[config.mk]
export PLATFORM = sky130hd
export DESIGN_NAME = ifetch_pattern_monitor
export DESIGN_NICKNAME = d
export VERILOG_FILES = /design/src/rtl/ifmon_pkg.sv /design/src/rtl/ifmon_channel.sv /design/src/rtl/ifetch_pattern_monitor.sv
export SDC_FILE = /design/constraint.sdc
export NUM_CORES = 1
export LEC_CHECK = 0
export CAP_MARGIN = 25
export CORE_ASPECT_RATIO = 1.75
export CORE_UTILIZATION = 35
export CTS_BUF_LIST = sky130_fd_sc_hd__clkbuf_2
export DETAILED_ROUTE_END_ITERATION = 8
export GPL_TIMING_DRIVEN = 0
export PLACE_DENSITY = 0.51
export SLEW_MARGIN = 5
export SYNTH_ARGS = -nofsm -noshare
export SYNTH_HDL_FRONTEND = slang
export SYNTH_HIERARCHICAL = 1
export SYNTH_SLANG_ARGS = --single-unit
[constraint.sdc]
create_clock -name clk_i -period 8.2 [get_ports clk_i]
set_input_delay 0.82 -clock clk_i [delete_from_list [all_inputs] [get_ports clk_i]]
set_output_delay 0.82 -clock clk_i [all_outputs]
set_load 0.02 [all_outputs]
[src/rtl/ifmon_pkg.sv]
// ifmon_pkg: shared types, widths and helpers for the instruction-fetch pattern monitor
//   ch_state_e  : per-channel state (IDLE, COUNTING, ALERT)
//   clog2_min1  : ceil(log2(n)) clamped to at least 1 bit
//   WIN_W/CH_W  : widths for the default WINDOW/NUM_CH; modules recompute from their own parameters
package ifmon_pkg;
    typedef enum logic [1:0] {IDLE, COUNTING, ALERT} ch_state_e;

    function automatic int clog2_min1(input int n);
        return (n <= 2) ? 1 : $clog2(n);
    endfunction

    localparam int DEF_NUM_CH = 4;
    localparam int DEF_WINDOW = 64;
    localparam int WIN_W      = clog2_min1(DEF_WINDOW);
    localparam int CH_W       = clog2_min1(DEF_NUM_CH);
    localparam int HIT_TOT_W  = 16;
endpackage

[src/rtl/ifmon_channel.sv]
// ifmon_channel: one mask/match pattern channel with windowed hit counting
//   clk_i, rst_i (async, active-low)
//   valid, inst          : fetch response
//   cfg_we               : load en/match/mask/thresh (already decoded for this channel)
//   clr                  : global clear, forces IDLE
//   hit                  : this fetch matches the channel pattern (independent of state)
//   alert_set            : channel enters ALERT at the next edge
module ifmon_channel
    import ifmon_pkg::*;
#(
    parameter int DATA_W = 32,
    parameter int CNT_W  = 8,
    parameter int WINDOW = 64
) (
    input  logic              clk_i,
    input  logic              rst_i,
    input  logic              valid,
    input  logic [DATA_W-1:0] inst,
    input  logic              cfg_we,
    input  logic              cfg_en,
    input  logic [DATA_W-1:0] cfg_match,
    input  logic [DATA_W-1:0] cfg_mask,
    input  logic [CNT_W-1:0]  cfg_thresh,
    input  logic              clr,
    output logic              hit,
    output logic              alert_set
);
    localparam int WIN_BITS = clog2_min1(WINDOW);

    logic                en;
    logic [DATA_W-1:0]   match;
    logic [DATA_W-1:0]   mask;
    logic [CNT_W-1:0]    thresh;
    logic [CNT_W-1:0]    cnt;
    logic [CNT_W-1:0]    cnt_inc;
    logic [CNT_W-1:0]    thr_eff;
    logic [WIN_BITS-1:0] win;
    logic                drop;
    logic                expire;
    ch_state_e           state;

    assign hit     = valid & en & (((inst ^ match) & mask) == '0);
    // a clear or a config write to this channel discards any same-cycle hit
    assign drop    = clr | cfg_we;
    assign thr_eff = (thresh == '0) ? CNT_W'(1) : thresh;
    assign cnt_inc = (&cnt) ? cnt : cnt + CNT_W'(1);
    assign expire  = win == WIN_BITS'(WINDOW - 1);
    assign alert_set = hit & ~drop & ((state == IDLE && thr_eff == CNT_W'(1)) ||
                                      (state == COUNTING && cnt_inc >= thr_eff));

    always_ff @(posedge clk_i or negedge rst_i) begin
        if (!rst_i) begin
            en     <= 1'b0;
            match  <= '0;
            mask   <= '0;
            thresh <= '0;
            state  <= IDLE;
            cnt    <= '0;
            win    <= '0;
        end else begin
            if (cfg_we) begin
                en     <= cfg_en;
                match  <= cfg_match;
                mask   <= cfg_mask;
                thresh <= cfg_thresh;
            end
            if (drop) begin
                state <= IDLE;
                cnt   <= '0;
                win   <= '0;
            end else if (alert_set) begin
                state <= ALERT;
                cnt   <= cnt_inc;
            end else if (state == IDLE) begin
                if (hit) begin
                    state <= COUNTING;
                    cnt   <= CNT_W'(1);
                    win   <= '0;
                end
            end else if (state == COUNTING) begin
                if (expire) begin
                    // a hit on the expiry cycle opens a fresh window
                    state <= hit ? COUNTING : IDLE;
                    cnt   <= hit ? CNT_W'(1) : '0;
                    win   <= '0;
                end else begin
                    cnt <= hit ? cnt_inc : cnt;
                    win <= win + WIN_BITS'(1);
                end
            end
        end
    end
endmodule

[src/rtl/ifetch_pattern_monitor.sv]
// ifetch_pattern_monitor: multi-channel mask/match monitor on the instruction-fetch response path
//   clk_i, rst_i (async, active-low)
//   mem_i_valid_i/inst_i/pc_i : fetch response being observed
//   cfg_we_i, cfg_ch_i, cfg_en_i, cfg_match_i, cfg_mask_i, cfg_thresh_i : channel config write
//   alert_clr_i  : clear sticky alert and all channel counts
//   alert_o, alert_ch_o, alert_pc_o : sticky alert with first-raising channel and PC
//   hit_total_o  : saturating count of fetches matching any channel
module ifetch_pattern_monitor
    import ifmon_pkg::*;
#(
    parameter int DATA_W = 32,
    parameter int ADDR_W = 32,
    parameter int NUM_CH = 4,
    parameter int CNT_W  = 8,
    parameter int WINDOW = 64
) (
    input  logic                          clk_i,
    input  logic                          rst_i,
    input  logic                          mem_i_valid_i,
    input  logic [DATA_W-1:0]             mem_i_inst_i,
    input  logic [ADDR_W-1:0]             mem_i_pc_i,
    input  logic                          cfg_we_i,
    input  logic [clog2_min1(NUM_CH)-1:0] cfg_ch_i,
    input  logic                          cfg_en_i,
    input  logic [DATA_W-1:0]             cfg_match_i,
    input  logic [DATA_W-1:0]             cfg_mask_i,
    input  logic [CNT_W-1:0]              cfg_thresh_i,
    input  logic                          alert_clr_i,
    output logic                          alert_o,
    output logic [clog2_min1(NUM_CH)-1:0] alert_ch_o,
    output logic [ADDR_W-1:0]             alert_pc_o,
    output logic [HIT_TOT_W-1:0]          hit_total_o
);
    localparam int CH_BITS = clog2_min1(NUM_CH);

    logic [NUM_CH-1:0]  hit;
    logic [NUM_CH-1:0]  alert_set;
    logic [CH_BITS-1:0] first;

    for (genvar c = 0; c < NUM_CH; c++) begin : g_ch
        ifmon_channel #(.DATA_W(DATA_W), .CNT_W(CNT_W), .WINDOW(WINDOW)) u_ch (
            .clk_i      (clk_i),
            .rst_i      (rst_i),
            .valid      (mem_i_valid_i),
            .inst       (mem_i_inst_i),
            .cfg_we     (cfg_we_i && cfg_ch_i == CH_BITS'(c)),
            .cfg_en     (cfg_en_i),
            .cfg_match  (cfg_match_i),
            .cfg_mask   (cfg_mask_i),
            .cfg_thresh (cfg_thresh_i),
            .clr        (alert_clr_i),
            .hit        (hit[c]),
            .alert_set  (alert_set[c])
        );
    end

    // lowest channel index wins when several complete together
    always_comb begin
        first = '0;
        for (int i = NUM_CH - 1; i >= 0; i--)
            if (alert_set[i]) first = CH_BITS'(i);
    end

    always_ff @(posedge clk_i or negedge rst_i) begin
        if (!rst_i) begin
            alert_o     <= 1'b0;
            alert_ch_o  <= '0;
            alert_pc_o  <= '0;
            hit_total_o <= '0;
        end else begin
            if (alert_clr_i) begin
                alert_o    <= 1'b0;
                alert_ch_o <= '0;
                alert_pc_o <= '0;
            end else if (!alert_o && |alert_set) begin
                alert_o    <= 1'b1;
                alert_ch_o <= first;
                alert_pc_o <= mem_i_pc_i;
            end
            if (|hit && !(&hit_total_o)) hit_total_o <= hit_total_o + HIT_TOT_W'(1);
        end
    end
endmodule

==> results of run 1 <==
final timing paths:
check	from	cells after the start	slack [ns]	end
max	g_ch[3].u_ch/cnt[1]	21	3.65	alert_pc_o[17]
min	mem_i_pc_i[16]	3	0.22	alert_pc_o[16]
max reg2reg	g_ch[3].u_ch/cnt[1]	21	3.65	alert_pc_o[17]
min reg2reg	g_ch[2].u_ch/mask[27]	1	0.51	g_ch[2].u_ch/mask[27]
max in group asynchronous	rst_i	5	6.49	g_ch[0].u_ch/match[18]
min in group asynchronous	rst_i	3	0.28	hit_total_o[9]
power groups by stage:
stage	clock network [W]	registers, W	logic [W]
detailed placement	0	0.00253	0.00104
floorplan	0	0.00246	0.000603
finish	0.00140	0.00249	0.00104
CTS	0.00148	0.00249	0.00104
global placement	0	0.00252	0.00101
global route	0.00159	0.00252	0.00111
timing repair:
action,in CTS,in global routing
buffers inserted,0,0
endpoints found under the hold margin,100,0
gates resized for setup,0,0
hold buffers,1,0
cells by family (layout without fill, tap and decap cells):
kind of cell             after synthesis  in the layout  share of synthesized area (%)
AND/OR/NAND/NOR                      464            464                           11.6
flip-flops                           407            407                           50.2
AO/OA/AOI/OAI                        325            325                           11.3
multiplexers                         275            275                           15.3
XOR/XNOR                             156            156                           6.73
buffers and inverters                113            504                           2.44
adder cells (fa/ha/maj)               41             41                           2.53
other                                  0              1                              0
through the flow:
stage	instances	setup slack, ns	TNS, ns
6_report	2940	3.65	0
5_1_grt	2940	3.26	0
4_1_cts	2937	3.64	0
3_5_place_dp	2750	3.06	0
3_3_place_gp	2742	-12.40	-5018.63
2_1_floorplan	1781	4.39	0
metal layers:
metal | up-vias | GRT usage (%) | wire length [µm]
li1 | 7108 | - | -
met1 | 7695 | 23.8 | 24000
met2 | 453 | 41.8 | 34900
met3 | 137 | 3.76 | 2620
met4 | 2 | 13.7 | 3730
met5 | - | 0 | 12
worst reg2reg max path: stages, from the launching register on:
cell and delay (ns):
dfrtp_1 0.43, ha_1 0.21, nand2_1 0.10, nor2_1 0.07
and3_1 0.19, buf_6 0.13, nor2_1 0.17, nand3_1 0.12
xnor2_1 0.22, ha_1 0.28, a21oi_1 0.14, and2b_2 0.22
o21ai_0 0.33, a41oi_4 0.22, nand3_4 0.20, inv_1 0.10
nor4_1 0.51, or2_2 0.20, buf_2 0.14, buf_2 0.24
nand2_1 0.08, a21oi_1 0.16
layout by cell type, fill, tap and decap left out, types with 6 or more instances in the layout:
master,n
o21ai_0,48
and2_1,9
ha_1,41
a21oi_1,72
a22o_1,20
nor3_1,17
dfrtp_1,407
clkdlybuf4s50_1,193
nand2_1,182
nand2b_1,6
nor2b_1,11
clkbuf_1,22
buf_2,11
clkinv_1,33
o22a_1,10
and3_1,20
xnor2_1,20
inv_1,49
or2_2,7
mux2_2,268
nor3b_1,9
xor2_1,136
clkbuf_2,141
a22oi_1,101
buf_1,21
o31ai_1,10
nand4_1,38
a31oi_1,9
buf_6,7
nand3_1,46
buf_8,6
nor2_1,78
o21ai_1,10
or2_1,6
sequential cells by signal, indices dropped and copies added, names as in the netlist:
name / cells
alert_pc_o: 32
g_ch.u_ch/en: 4
g_ch.u_ch/mask: 128
g_ch.u_ch/win: 24
alert_ch_o: 2
g_ch.u_ch/cnt: 32
alert_o: 1
g_ch.u_ch/state: 8
g_ch.u_ch/thresh: 32
hit_total_o: 16
g_ch.u_ch/match: 128
cells in the mapped netlist, types with 21 or more instances:
master	instances	area share (%)
a21oi_1	72	1.8
a22oi_1	101	3.7
buf_1	21	0.39
clkbuf_1	22	0.41
dfrtp_1	407	50
ha_1	41	2.5
inv_1	49	0.91
mux2_2	268	15
nand2_1	182	3.4
nand3_1	46	1.1
nand4_1	38	1.2
nor2_1	78	1.4
o21ai_0	48	1.2
xor2_1	136	5.9
area by class of cell:
| type | instances | area, µm² |
|---|---|---|
| Inverter | 49 | 184 |
| Tap cell | 767 | 960 |
| Clock inverter | 46 | 238 |
| Sequential cell | 407 | 10200 |
| Timing Repair Buffer | 205 | 2150 |
| Antenna cell | 1 | 2.50 |
| Multi-Input combinational cell | 1261 | 9630 |
| Clock buffer | 140 | 701 |
| Buffer | 64 | 312 |
| Fill cell | 5645 | 33000 |
==> results.json, run 1 <==
{
  "status": "complete, no violations",
  "synth-seq-cells": 407,
  "rsz0062_at_grt": "false",
  "setup-violations-final": 0,
  "grt_max_degree": 110,
  "initialDrtViolationCount": 907,
  "antenna_found_initial": 2,
  "place_congestion": 0.864,
  "net-switching-power_w": 0.00167,
  "clk_latency_ns": 1.17,
  "seq_area_frac_synth_pct": 50.2,
  "grt_pass1_vias": 16200,
  "yosys_warnings": 6,
  "crit_type": "flop to flop",
  "pwr-share-comb_pct": 21.1,
  "power.leakage_nw": 10.4,
  "netlist_instances": 1781,
  "cap_violations": 0,
  "slew_violations": 0,
  "grt_remaining_overflow": 0,
  "period_needed_ns": 4.55,
  "seqPwrFrac_pct": 50.5,
  "cts_sinks": 407,
  "worst-path-buf-inv": 4,
  "synth_edf_count": 0,
  "power.internal_w": 0.00325,
  "row_count": 116,
  "dieArea_mm2": 0.0590,
  "ios": 195,
  "synth_fp_nets": 1966,
  "tightest_slew_ns": 1.14,
  "cp_slowest_stage_delay_ns": 0.51,
  "switching_share_pct": 33.9,
  "synth_cell_types": 71,
  "remaining_drc_errors": 0,
  "irDropWorstVdd_mv": 0.114,
  "cp_max_fo": 10,
  "firstDrtPassIters": 6,
  "path_cells": "ha_1 -> nand2_1 -> nor2_1 -> and3_1 -> buf_6 -> nor2_1 -> nand3_1 -> xnor2_1 -> ha_1 -> a21oi_1 -> and2b_2 -> o21ai_0 -> a41oi_4 -> nand3_4 -> inv_1 -> nor4_1 -> or2_2 -> buf_2 -> buf_2 -> nand2_1 -> a21oi_1",
  "drt-vias-per-instance": 5.24,
  "area_growth_pct": 20.0,
  "endpoint_kind": "flop",
  "place_area_mm2": 0.0234,
  "core_mm2": 0.0573,
  "cpLargestDelayFamily": "simple AND/OR/NAND/NOR gates",
  "final_area_mm2": 0.0244,
  "clk_path_buf_depth": 3,
  "whs_ns": 0.215,
  "slew_headroom_pct": 24.1,
  "syn_area_mm2": 0.0203,
  "clock-root-buffer": "clkbuf_2",
  "dp_hpwl_mm": 49.9,
  "portBuffers": 194,
  "vias": 15400,
  "grt_pass1_wl_mm": 98.2,
  "pwr-share-clk_pct": 28.4,
  "cts_tree": "built",
  "drtAntennaViolNets": 0,
  "hp-class": "input port to flop",
  "die_y_um": 321,
  "ctsHtreeMaxLevel": 3,
  "p_per_area_mw_per_mm2": 202,
  "numCtsBuffers": 101,
  "grt_usage_pct": 22.7,
  "ys.flop_type": "dfrtp_1",
  "initial_core_util_pct": 35.4,
  "finalWirelength_mm": 65.2,
  "cp_slowest_cell": "nor4_1",
  "layout-drive-gt1-share_pct": 23.1,
  "fin_crit_sh_pct": 55.5,
  "crit_arrival_ns": 5.60,
  "fmax_mhz": 220,
  "async_reset_ff_share_pct": 100,
  "start_kind": "flop",
  "finalPower_w": 0.00493,
  "fp.dieW_um": 184,
  "wire_per_inst_um": 22.2,
  "nets": 2274,
  "fin_util_pct": 42.5,
  "clkTransAtPathRegs_ns": 0.12,
  "clock-skew-final_ns": 0.112,
  "avgSynthCellArea_um2": 11.4,
  "hold_violations": 0,
  "cp.required_ns": 9.26
}
(Power assumes the default switching activity.)
==> run 2: changes to the inputs <==
==> constraint.sdc (replaced) <==
create_clock -name clk_i -period 4.2 [get_ports clk_i]
set_input_delay 0.42 -clock clk_i [delete_from_list [all_inputs] [get_ports clk_i]]
set_output_delay 0.42 -clock clk_i [all_outputs]
set_load 0.02 [all_outputs]
==> run 2 against run 1 <==
Compared with the run above:
- non-clock buffer count rose by 100
- sequential power rose by 95%
- final cell count rose by 3.4%
- largest power group unchanged
==> results.json, run 2 (synthesis results as in run 1) <==
{
  "layout_setup_ws_ns": 0.303,
  "r2r_slack_ns": 0.30,
  "min_to": "g_ch[3].u_ch/mask[25]",
  "clock-skew-final_ns": 0.108,
  "row_count": 116,
  "clk_path_buf_depth": 3,
  "nFillCells": 5557,
  "fmax_mhz": 257,
  "die_y_um": 321,
  "fin_util_pct": 44.4,
  "hp-class": "input port to flop",
  "reg.largest.list": "g_ch.u_ch/mask x128, g_ch.u_ch/match x128",
  "hold_violations": 0,
  "ios": 195,
  "fin_crit_sh_pct": 92.8,
  "p_per_area_mw_per_mm2": 381,
  "grt_pass1_wl_mm": 99.4,
  "initialDrtViolationCount": 878,
  "place_congestion": 0.864,
  "clkTransAtPathRegs_ns": 0.12,
  "cp_max_fo": 10,
  "cp.required_ns": 5.19,
  "clk_latency_ns": 1.17,
  "grt_usage_pct": 22.9,
  "numCtsBuffers": 101,
  "area_growth_pct": 25.4,
  "grt_pass1_vias": 16600,
  "finalWirelength_mm": 66.0,
  "nets": 2374,
  "endpoint_kind": "flop",
  "wire_per_inst_um": 21.7,
  "power.leakage_nw": 10.9,
  "dp_slack_ns": -0.543,
  "irDropWorstVdd_mv": 0.221,
  "drt-vias-per-instance": 5.21,
  "grt_max_degree": 110,
  "period_needed_ns": 3.90,
  "slew_headroom_pct": 25.5,
  "status": "complete, no violations",
  "mostFrequentLayoutCell": "dfrtp_1",
  "rsz0062_at_grt": "false",
  "r2r_end": "alert_pc_o[19]",
  "cap_violations": 0,
  "fp.dieW_um": 184,
  "drtAntennaViolNets": 0,
  "dieArea_mm2": 0.0590,
  "multi_input_area_mm2": 0.00970,
  "r2r_cells": 20,
  "place_area_mm2": 0.0234,
  "timing.rr.start": "g_ch[3].u_ch/cnt[1]",
  "numPlacedInstances": 2750,
  "clock-root-buffer": "clkbuf_2",
  "cts_sinks": 407,
  "dp_hpwl_mm": 49.9,
  "ff_latch_area_mm2": 0.0102,
  "crit_arrival_ns": 4.89,
  "cts_tree": "built",
  "core_mm2": 0.0573,
  "setup-violations-final": 0,
  "slew_violations": 0,
  "min_path_cells": 2,
  "layout-drive-gt1-share_pct": 22.9,
  "layout.cells.non_filler": 3040,
  "portBuffers": 194,
  "grt_remaining_overflow": 0,
  "remaining_drc_errors": 0,
  "crit_type": "flop to flop",
  "vias": 15800,
  "ctsHtreeMaxLevel": 3,
  "start_kind": "flop",
  "antenna_found_initial": 2,
  "final_area_mm2": 0.0255,
  "firstDrtPassIters": 5,
  "tightest_slew_ns": 1.12,
  "hp-start": "cfg_mask_i[25]",
  "final_cell_mix": "dfrtp_1 (407), mux2_2 (268), clkdlybuf4s50_1 (193)",
  "initial_core_util_pct": 35.4
}
-- run 2: cell types whose count changed in the layout (fill, tap and decap cells not counted), sizes merged --
cell         change
dlygate4sd3    +101
clkbuf           -3
buf              +2
-- run 2: layer usage --
layer	vias to the layer above	GRT usage, %	wire length [µm]
met5	-	0	12
met3	134	3.55	2630
met2	471	42.5	35400
met1	7914	24.0	24300
li1	7307	-	-
met4	2	13.7	3730
-- run 2: timing repair --
action / in CTS / in global routing
setup endpoints to repair: 32 / 32
pin swaps: 0 / 1
endpoints found under the hold margin: 615 / 0
resized for setup: 8 / 18
setup buffers: 0 / 2
hold buffers: 102 / 0
-- run 2: cell type report --
cell class              count  share of cell area (%)
well taps                 767                    3.77
clock inverters            46                   0.933
flip-flops and latches    407                    40.0
plain buffers              61                    1.27
multi-input cells        1261                    38.1
inverters                  49                   0.722
repair buffers            308                    12.5
diodes                      1                 0.00983
clock buffers             140                    2.75
-- run 2: through the flow --
step | hold slack (ns) | power (W) | TNS (ns)
after CTS | 0.0140 | 0.00987 | 0
after global routing | 0.0526 | 0.0103 | 0
final | 0.136 | 0.00970 | 0
after global placement | 0.487 | 0.00691 | -6496.48
after floorplan | 0.124 | 0.00598 | 0
after detailed placement | 0.483 | 0.00696 | -13.90
-- run 2: where the power goes --
group,internal [W],leakage (nW),switching (W)
sequential,0.00445,5.07,0.000416
combinational,0.000973,5.10,0.00113
clock,0.000996,0.689,0.00173
total,0.00642,10.9,0.00328
-- run 2: critical path, cell delays in order (launching register included) --
cell and delay, ns:
dfrtp_1 0.42, ha_1 0.21, nand2_1 0.12, nor2_1 0.07, and3_1 0.19, buf_6 0.14, nor2_2 0.14, nand3_1 0.13
xnor2_2 0.16, ha_1 0.30, nand4_1 0.11, a211o_2 0.34, a41oi_4 0.31, nand3_4 0.14, inv_1 0.17, nor4_4 0.06
or2_2 0.27, buf_2 0.17, buf_6 0.15, nand2_1 0.06, a21oi_1 0.06
-- run 2: worst max-delay path by stage --
stage          slack, ns  depth (start not counted)                      to                start
3_3_place_gp      -16.00                          1  g_ch[2].u_ch/match[25]                rst_i
2_1_floorplan       0.39                         21           alert_pc_o[0]  g_ch[3].u_ch/cnt[0]
5_1_grt            0.003                         21          alert_pc_o[14]  g_ch[3].u_ch/cnt[1]
4_1_cts             0.03                         19          alert_pc_o[14]  g_ch[3].u_ch/cnt[1]
6_report            0.30                         20          alert_pc_o[19]  g_ch[3].u_ch/cnt[1]
3_5_place_dp       -0.54                         12          alert_pc_o[17]     mem_i_inst_i[14]
